**config.mk**
```make
export PLATFORM = sky130hd
export DESIGN_NAME = cpu_bus_arbiter
export DESIGN_NICKNAME = d
export VERILOG_FILES = /design/src/rtl/cpu_sys_pkg.sv /design/src/rtl/cpu_bus_arbiter.sv
export SDC_FILE = /design/constraint.sdc
export NUM_CORES = 1
export LEC_CHECK = 0
export ABC_AREA = 1
export CAP_MARGIN = 20
export CORE_MARGIN = 2
export CORE_UTILIZATION = 36
export DETAILED_ROUTE_END_ITERATION = 12
export PLACE_DENSITY = 0.78
export SLEW_MARGIN = 25
export SYNTH_ARGS = -nofsm -noshare
export SYNTH_HDL_FRONTEND = slang
export SYNTH_SLANG_ARGS = --single-unit
```
**constraint.sdc**
```tcl
create_clock -name clk -period 1.95 [get_ports clk]
set_clock_uncertainty 0.1 [all_clocks]
set_input_delay 0.2925 -clock clk [delete_from_list [all_inputs] [get_ports clk]]
set_output_delay 0.2925 -clock clk [all_outputs]
set_load 0.01 [all_outputs]
```
**src/rtl/cpu_sys_pkg.sv**
```systemverilog
// Shared encodings for the CPU bus arbiter: FSM state codes and read-return owner codes.
package cpu_sys_pkg;

  localparam logic [1:0] S_RST = 2'd0;
  localparam logic [1:0] S_CPU = 2'd1;
  localparam logic [1:0] S_DMA = 2'd2;

  localparam logic [1:0] OWN_NONE = 2'd0;
  localparam logic [1:0] OWN_CPU  = 2'd1;
  localparam logic [1:0] OWN_DMA  = 2'd2;

endpackage

```
**src/rtl/cpu_bus_arbiter.sv**
```systemverilog
// Shares one single-port RAM between the 6502 core and a DMA master, and sequences CPU reset.
// The CPU owns the bus by default; DMA steals cycles by dropping RDY.
module cpu_bus_arbiter
  import cpu_sys_pkg::*;
#(
  parameter int unsigned ADDR_W         = 16,
  parameter int unsigned RESET_CYCLES   = 16,
  parameter int unsigned DMA_MAX_CONSEC = 4
) (
  input  logic              clk,
  input  logic              reset_n,
  output logic              cpu_reset,
  output logic              cpu_rdy,
  input  logic [ADDR_W-1:0] cpu_ab,
  input  logic [7:0]        cpu_do,
  input  logic              cpu_we,
  output logic [7:0]        cpu_di,
  input  logic              dma_req,
  input  logic [ADDR_W-1:0] dma_addr,
  input  logic [7:0]        dma_wdata,
  input  logic              dma_we,
  output logic              dma_ack,
  output logic [7:0]        dma_rdata,
  output logic              dma_rvalid,
  output logic [ADDR_W-1:0] mem_addr,
  output logic [7:0]        mem_wdata,
  output logic              mem_we,
  input  logic [7:0]        mem_rdata
);

  localparam int unsigned RstW    = (RESET_CYCLES > 2) ? $clog2(RESET_CYCLES) : 1;
  localparam int unsigned ConsecW = $clog2(DMA_MAX_CONSEC + 1);

  logic [1:0]         state_q, state_d;
  logic [RstW-1:0]    rst_cnt_q, rst_cnt_d;
  logic [ConsecW-1:0] consec_q, consec_d, consec_inc;
  logic [1:0]         owner_q, owner_d;
  logic [7:0]         cpu_di_hold_q, cpu_di_hold_d;
  logic [7:0]         dma_rdata_q, dma_rdata_d;

  assign consec_inc = consec_q + 1'b1;

  always_comb begin
    state_d       = state_q;
    rst_cnt_d     = rst_cnt_q;
    consec_d      = consec_q;
    owner_d       = OWN_NONE;
    cpu_di_hold_d = (owner_q == OWN_CPU) ? mem_rdata : cpu_di_hold_q;
    dma_rdata_d   = (owner_q == OWN_DMA) ? mem_rdata : dma_rdata_q;
    case (state_q)
      S_RST: begin
        if (rst_cnt_q == '0) state_d = S_CPU;
        else                 rst_cnt_d = rst_cnt_q - 1'b1;
      end
      S_CPU: begin
        owner_d = OWN_CPU;
        if (dma_req) begin
          state_d  = S_DMA;
          consec_d = '0;
        end
      end
      S_DMA: begin
        consec_d = consec_inc;
        if (dma_req && !dma_we) owner_d = OWN_DMA;
        // Leaving after the burst limit forces at least one CPU cycle.
        if (!(dma_req && (consec_inc < ConsecW'(DMA_MAX_CONSEC)))) state_d = S_CPU;
      end
      default: state_d = S_RST;
    endcase
  end

  always_ff @(posedge clk) begin
    if (!reset_n) begin
      state_q       <= S_RST;
      rst_cnt_q     <= RstW'(RESET_CYCLES - 1);
      consec_q      <= '0;
      owner_q       <= OWN_NONE;
      cpu_di_hold_q <= 8'h00;
      dma_rdata_q   <= 8'h00;
    end else begin
      state_q       <= state_d;
      rst_cnt_q     <= rst_cnt_d;
      consec_q      <= consec_d;
      owner_q       <= owner_d;
      cpu_di_hold_q <= cpu_di_hold_d;
      dma_rdata_q   <= dma_rdata_d;
    end
  end

  always_comb begin
    cpu_reset = (state_q == S_RST);
    cpu_rdy   = (state_q == S_CPU);
    dma_ack   = (state_q == S_DMA) && dma_req;
    if (state_q == S_DMA) begin
      mem_addr  = dma_addr;
      mem_wdata = dma_wdata;
      mem_we    = dma_req && dma_we;
    end else begin
      mem_addr  = cpu_ab;
      mem_wdata = cpu_do;
      mem_we    = (state_q == S_CPU) && cpu_we;
    end
  end

  // A read in flight when reset arrives is dropped, so rvalid is masked by reset_n.
  assign dma_rvalid = (owner_q == OWN_DMA) && reset_n;
  assign dma_rdata  = dma_rvalid ? mem_rdata : dma_rdata_q;
  assign cpu_di     = (owner_q == OWN_CPU) ? mem_rdata : cpu_di_hold_q;

endmodule

```
==> results.toml, run 1 <==
[logic_synthesis]
synth.area.top_cells = "dfxtp_1 34%, nand2_1 26%, inv_1 9.0%, ha_1 4.7%, o21ai_0 4.4%"
synth_area_leader_cell = "dfxtp_1"
syn_area_um2 = 1590
yosysMostFrequentCell = "nand2_1"
netlist_instances = 252
avgSynthCellArea_um2 = 6.32
synth-edff-count = 0
synth_top_area_share_pct = 33.9
ys_seq_area_share_pct = 33.9
yosys.cell_types.count = 28
yosys_warnings = 0
synth_nets = 319
synthArstFlopShare_pct = 0
ys_top_cells_by_count = "109 x nand2_1, 38 x inv_1, 27 x dfxtp_1"
synth_ff_type = "dfxtp_1"
ys_ff_latch = 27

[clock_network]
root_buffer = "clkbuf_8"
clk_pin_slew_ps = 90
cts_buffer_depth = 2
cts.sinks = 27
clock_latency_ps = 270
cts_tree = "built"
cts_buffers = 3
htreeDepth = 1

[job]
maxCapViolCount = 0

[grt]
grt_overflow = 0
grt_usage_pct = 19.1
grt_pass1_vias = 1935
grt_pass1_wl_mm = 7.88
grt_max_degree = 21
antenna_found_initial = 0

[route]
vias_per_cell = 4.57
drc = 0
firstDrtPassIters = 4
avgRoutedWirePerCell_um = 11.2
wl_mm = 4.78
antenna_left = 0
vias = 1954
drt_iter0_markers = 44

[sta]
fmax_mhz = 512
rsz0062_at_grt = "yes"
fin_ws_ps = -4.25
fin_crit_sh_pct = 100
slew_headroom_pct = 59.9
setup-violations-final = 3
slew_violations = 0
hold_viol_final = 0
min_period_ps = 1950
worstMarginPinSlew_ps = 599

[cells_and_area]
diodes = 0
final_cell_area_um2 = 2840
drive_above_1_share_pct = 18.6
nets = 444
syn_to_final_growth_pct = 78.2

[setup_path]
worstPathArrival_ps = 1560
path_max_fanout = 5
end_kind = "primary output"
path_class = "flop to primary output"
cp.required_ps = 1560
start_kind = "flop"

[power]
netSwitchingFraction_pct = 39.2
power.internal_mw = 1.50
pwr-share-seq_pct = 28.2
pwr-share-comb_pct = 58.9
p_per_area_nw_per_um2 = 872
ir_drop_mv = 0.429
cellLeakagePower_nw = 1.49
power_switching_uw = 971
clock_power_share_pct = 12.8

[die]
coreArea_um2 = 4290
die_y_um = 70.5
initial_core_util_pct = 37.1
row_count = 24
die_width_um = 70.5
io_pins = 106
dieArea_um2 = 4970

[placement]
place_hpwl_mm = 3.77
postPlaceCellArea_um2 = 2810
gp_congestion = 0.811
dp_worst_setup_slack_ps = -412
portBuffers = 105

[worst_hold_path]
min_path_type = "flop to flop"

[run_status]
status = "complete, but fails checks"
violations = "negative setup slack"
## area by class of cell
class	count	area [um2]
multi-input cells	175	846
fillers	385	1460
repair buffers	130	1180
well taps	52	65.1
clock buffers	3	41.3
flip-flops and latches	27	543
clock inverters	1	7.51
inverters	40	158
## stage by stage
step	utilization [%]	hold WS, ps	TNS [ps]	total power, mW	cells
6_report	66.1	373	-6.47	2.48	428
3_3_place_gp	65.4	345	-3230	2.22	417
3_5_place_dp	65.4	358	-3530	2.25	417
2_1_floorplan	-	269	0	1.43	252
5_1_grt	66.1	390	-758	2.69	428
4_1_cts	68.0	375	-499	2.50	426
## critical path, cell delays in order, from the launching register on
cell	delay, ps
dfxtp_2	360
nor3_4	190
buf_4	150
bufbuf_16	250
o21ai_0	60
dlygate4sd2_1	280
## worst paths after layout
check | start | endpoint | slack (ps) | cells past startpoint
max | owner_q[0] | dma_rdata[4] | -4 | 5
min | dma_rdata_q[0] | dma_rdata_q[0] | 370 | 2
max reg2reg | state_q[0] | consec_q[2] | 340 | 7
min reg2reg | dma_rdata_q[0] | dma_rdata_q[0] | 370 | 2
## logic make-up (layout without fill, tap and decap cells)
| logic type | count (synthesis) | after routing | synth area share, % |
|---|---|---|---|
| DFF | 27 | 27 | 33.9 |
| buffers and inverters | 50 | 174 | 13.4 |
| adders and majority gates | 6 | 6 | 4.71 |
| AOI/OAI and AO/OA | 37 | 37 | 13.9 |
| and+or+nand+nor | 131 | 131 | 33.5 |
| xor gates and xnor gates | 1 | 1 | 0.550 |
## state kept, by name (all words and copies together) (netlist names)
signal         flops
consec_q           3
cpu_di_hold_q      8
dma_rdata_q        8
owner_q            2
rst_cnt_q          4
state_q            2
## metal layers
layer  global-route usage, %  vias to the layer above  part of all wire (%)
met5                       0                        -                     0
met4                    4.27                        0                  0.84
met3                    7.65                        6                    11
met2                    34.8                       78                    50
met1                    20.8                      850                    38
li1                        -                     1020                     -
## power groups by stage
stage / logic [mW] / registers (mW) / clock network, mW
CTS: 1.48 / 0.697 / 0.324
global placement: 1.52 / 0.702 / 0
finish: 1.46 / 0.699 / 0.318
global route: 1.63 / 0.711 / 0.347
detailed placement: 1.54 / 0.706 / 0
floorplan: 0.729 / 0.699 / 0
## what timing repair did
action,in CTS,in global routing
gates cloned,1,1
setup endpoints to repair,44,39
hold buffers,0,0
pin swaps,1,1
setup buffers,4,1
gates resized for setup,81,45
## placed cells by master, fill, tap and decap left out, drive strengths merged, types with 7 or more instances in the layout
cell / instances
buf: 35
clkdlybuf4s50: 66
nand2: 111
nor2: 11
clkbuf: 20
o21ai: 20
dfxtp: 27
a21oi: 7
o31ai: 8
inv: 40
Note: power is estimated with default switching activity, not from simulation.
==> inputs of run 2 (changes only) <==
--- a/config.mk
+++ b/config.mk
@@ -10,7 +10,7 @@
 export CORE_MARGIN = 2
 export CORE_UTILIZATION = 36
 export DETAILED_ROUTE_END_ITERATION = 12
-export PLACE_DENSITY = 0.78
+export PLACE_DENSITY = 0.86
 export SLEW_MARGIN = 25
 export SYNTH_ARGS = -nofsm -noshare
 export SYNTH_HDL_FRONTEND = slang
==> run 2 against run 1 <==
The flow now finishes without violations. Critical path depth is 2 higher. Worst setup slack better by 84 ps. Sequential share of layout area hardly changed. Via count is 0.15% higher. Routed wire length is 2.7% higher. Design area is 0.79% higher. Utilization is 0.52 points higher. Critical endpoint is now mem_addr[6]. Largest power group unchanged. Highest routed layer unchanged.
==> results.toml, run 2 (synthesized netlist as in run 1, its figures left out) <==
[clock_network]
root_buffer = "clkbuf_8"
cts.sinks = 27
cts_buffers = 3
cts_tree = "built"
holdBufCountCts = 0
cts_buffer_depth = 2
clock_latency_ps = 280
htreeDepth = 1
clk_pin_slew_ps = 100

[sta]
hold_slack_ps = 368
hold_viol_final = 0
worstMarginPinSlew_ps = 545
slew_violations = 0
rsz0062_at_grt = "yes"
min_period_ps = 1870
fin_crit_sh_pct = 95.9
fmax_mhz = 535
setup-violations-final = 0
slew_headroom_pct = 63.5
fin_ws_ps = 79.6

[setup_path]
r2r-start = "state_q[1]"
end_kind = "primary output"
path_max_fanout = 11
crit_start = "state_q[0]"
worstPathArrival_ps = 1480
start_kind = "flop"
cp.required_ps = 1560
path_class = "flop to primary output"

[cells_and_area]
fillers = 392
syn_to_final_growth_pct = 79.6
largestRegisters = "cpu_di_hold_q: 8 flops, dma_rdata_q: 8 flops, rst_cnt_q: 4 flops"
diodes = 0
final_common_cell = "nand2_1"
stdcell_count = 425
fin_util_pct = 66.6
nets = 441
final_cell_mix = "109 x nand2_1, 59 x clkdlybuf4s50_1, 36 x inv_1"
drive_above_1_share_pct = 15.0

[route]
avgRoutedWirePerCell_um = 11.6
drt_iter0_markers = 76
firstDrtPassIters = 4
antenna_left = 0
drc = 0
vias = 1957
vias_per_cell = 4.60
wl_mm = 4.91

[power]
cellLeakagePower_nw = 1.49
p_per_area_nw_per_um2 = 874
p_total_mw = 2.50
ir_drop_mv = 0.486

[worst_hold_path]
min_from = "consec_q[0]"
min_path_type = "flop to flop"

[grt]
grt_max_degree = 25
grt_pass1_vias = 1924
grt_overflow = 0
antenna_found_initial = 0
grt_usage_pct = 21.0
grt_pass1_wl_mm = 8.32

[placement]
dp.cells = 417
gp_congestion = 0.854
place_hpwl_mm = 3.99
portBuffers = 105
dp_worst_setup_slack_ps = -413

[die]
row_count = 24
dieArea_um2 = 4970
io_pins = 106
initial_core_util_pct = 37.1
coreArea_um2 = 4290
die_width_um = 70.5
die_y_um = 70.5

[run_status]
status = "completed"

[job]
maxCapViolCount = 0
[run 2: cell types whose count changed in the layout (fill, tap and decap cells not counted), moves of 2 or more]
cell	before	now
clkdlybuf4s50_1	66	59
buf_6	2	0
buf_2	12	10
clkdlybuf4s15_1	3	5
clkbuf_2	16	4
dlygate4sd2_1	6	26
[run 2: power by group]
group	switching (mW)	leakage, nW	internal [mW]	total [mW]
combinational	0.753	1.25	0.719	1.47
sequential	0.0536	0.221	0.651	0.705
clock	0.178	0.0217	0.145	0.324
total	0.985	1.49	1.52	2.50
[run 2: path summary, 6_finish.rpt]
check | cells past startpoint | endpoint | slack [ps]
min | 1 | consec_q[0] | 370
max | 7 | mem_addr[6] | 80
min reg2reg | 1 | consec_q[0] | 370
max reg2reg | 7 | consec_q[2] | 340
[run 2: per-layer routing]
metal / track usage (%) / wire [um] / vias up
met5: 0 / 0 / -
met4: 11.5 / 201 / 0
met3: 5.19 / 451 / 15
met2: 37.4 / 2410 / 93
met1: 22.5 / 1850 / 831
li1: - / - / 1018
[run 2: final cells by class]
type | instances | area (um2) | share of cell area [%]
repair buffers | 127 | 1180 | 41.2
multi-input cells | 175 | 867 | 30.3
flip-flops and latches | 27 | 547 | 19.1
inverters | 40 | 155 | 5.42
well taps | 52 | 65.1 | 2.27
clock buffers | 3 | 41.3 | 1.44
clock inverters | 1 | 7.51 | 0.262
[run 2: repair_timing]
| action | CTS | global route |
|---|---|---|
| setup buffers | 3 | 0 |
| pin swaps | 1 | 2 |
| cloned | 1 | 0 |
| endpoints found under the hold margin | 0 | 0 |
| setup endpoints to repair | 45 | 21 |
| resized for setup | 90 | 18 |
[run 2: through the flow]
stage          cell area [um2]  TNS (ps)
6_report                  2860         0
5_1_grt                   2860    -0.719
4_1_cts                   2920     -10.2
3_5_place_dp              2810     -4030
3_3_place_gp              2810     -3240
2_1_floorplan             1590         0
[run 2: critical path: stages, from the launching register on]
cell and delay [ps]:
dfxtp_2 350, inv_2 50, ha_4 180, inv_4 80, bufbuf_16 270, nand2_1 60, nand2_1 70, buf_2 140
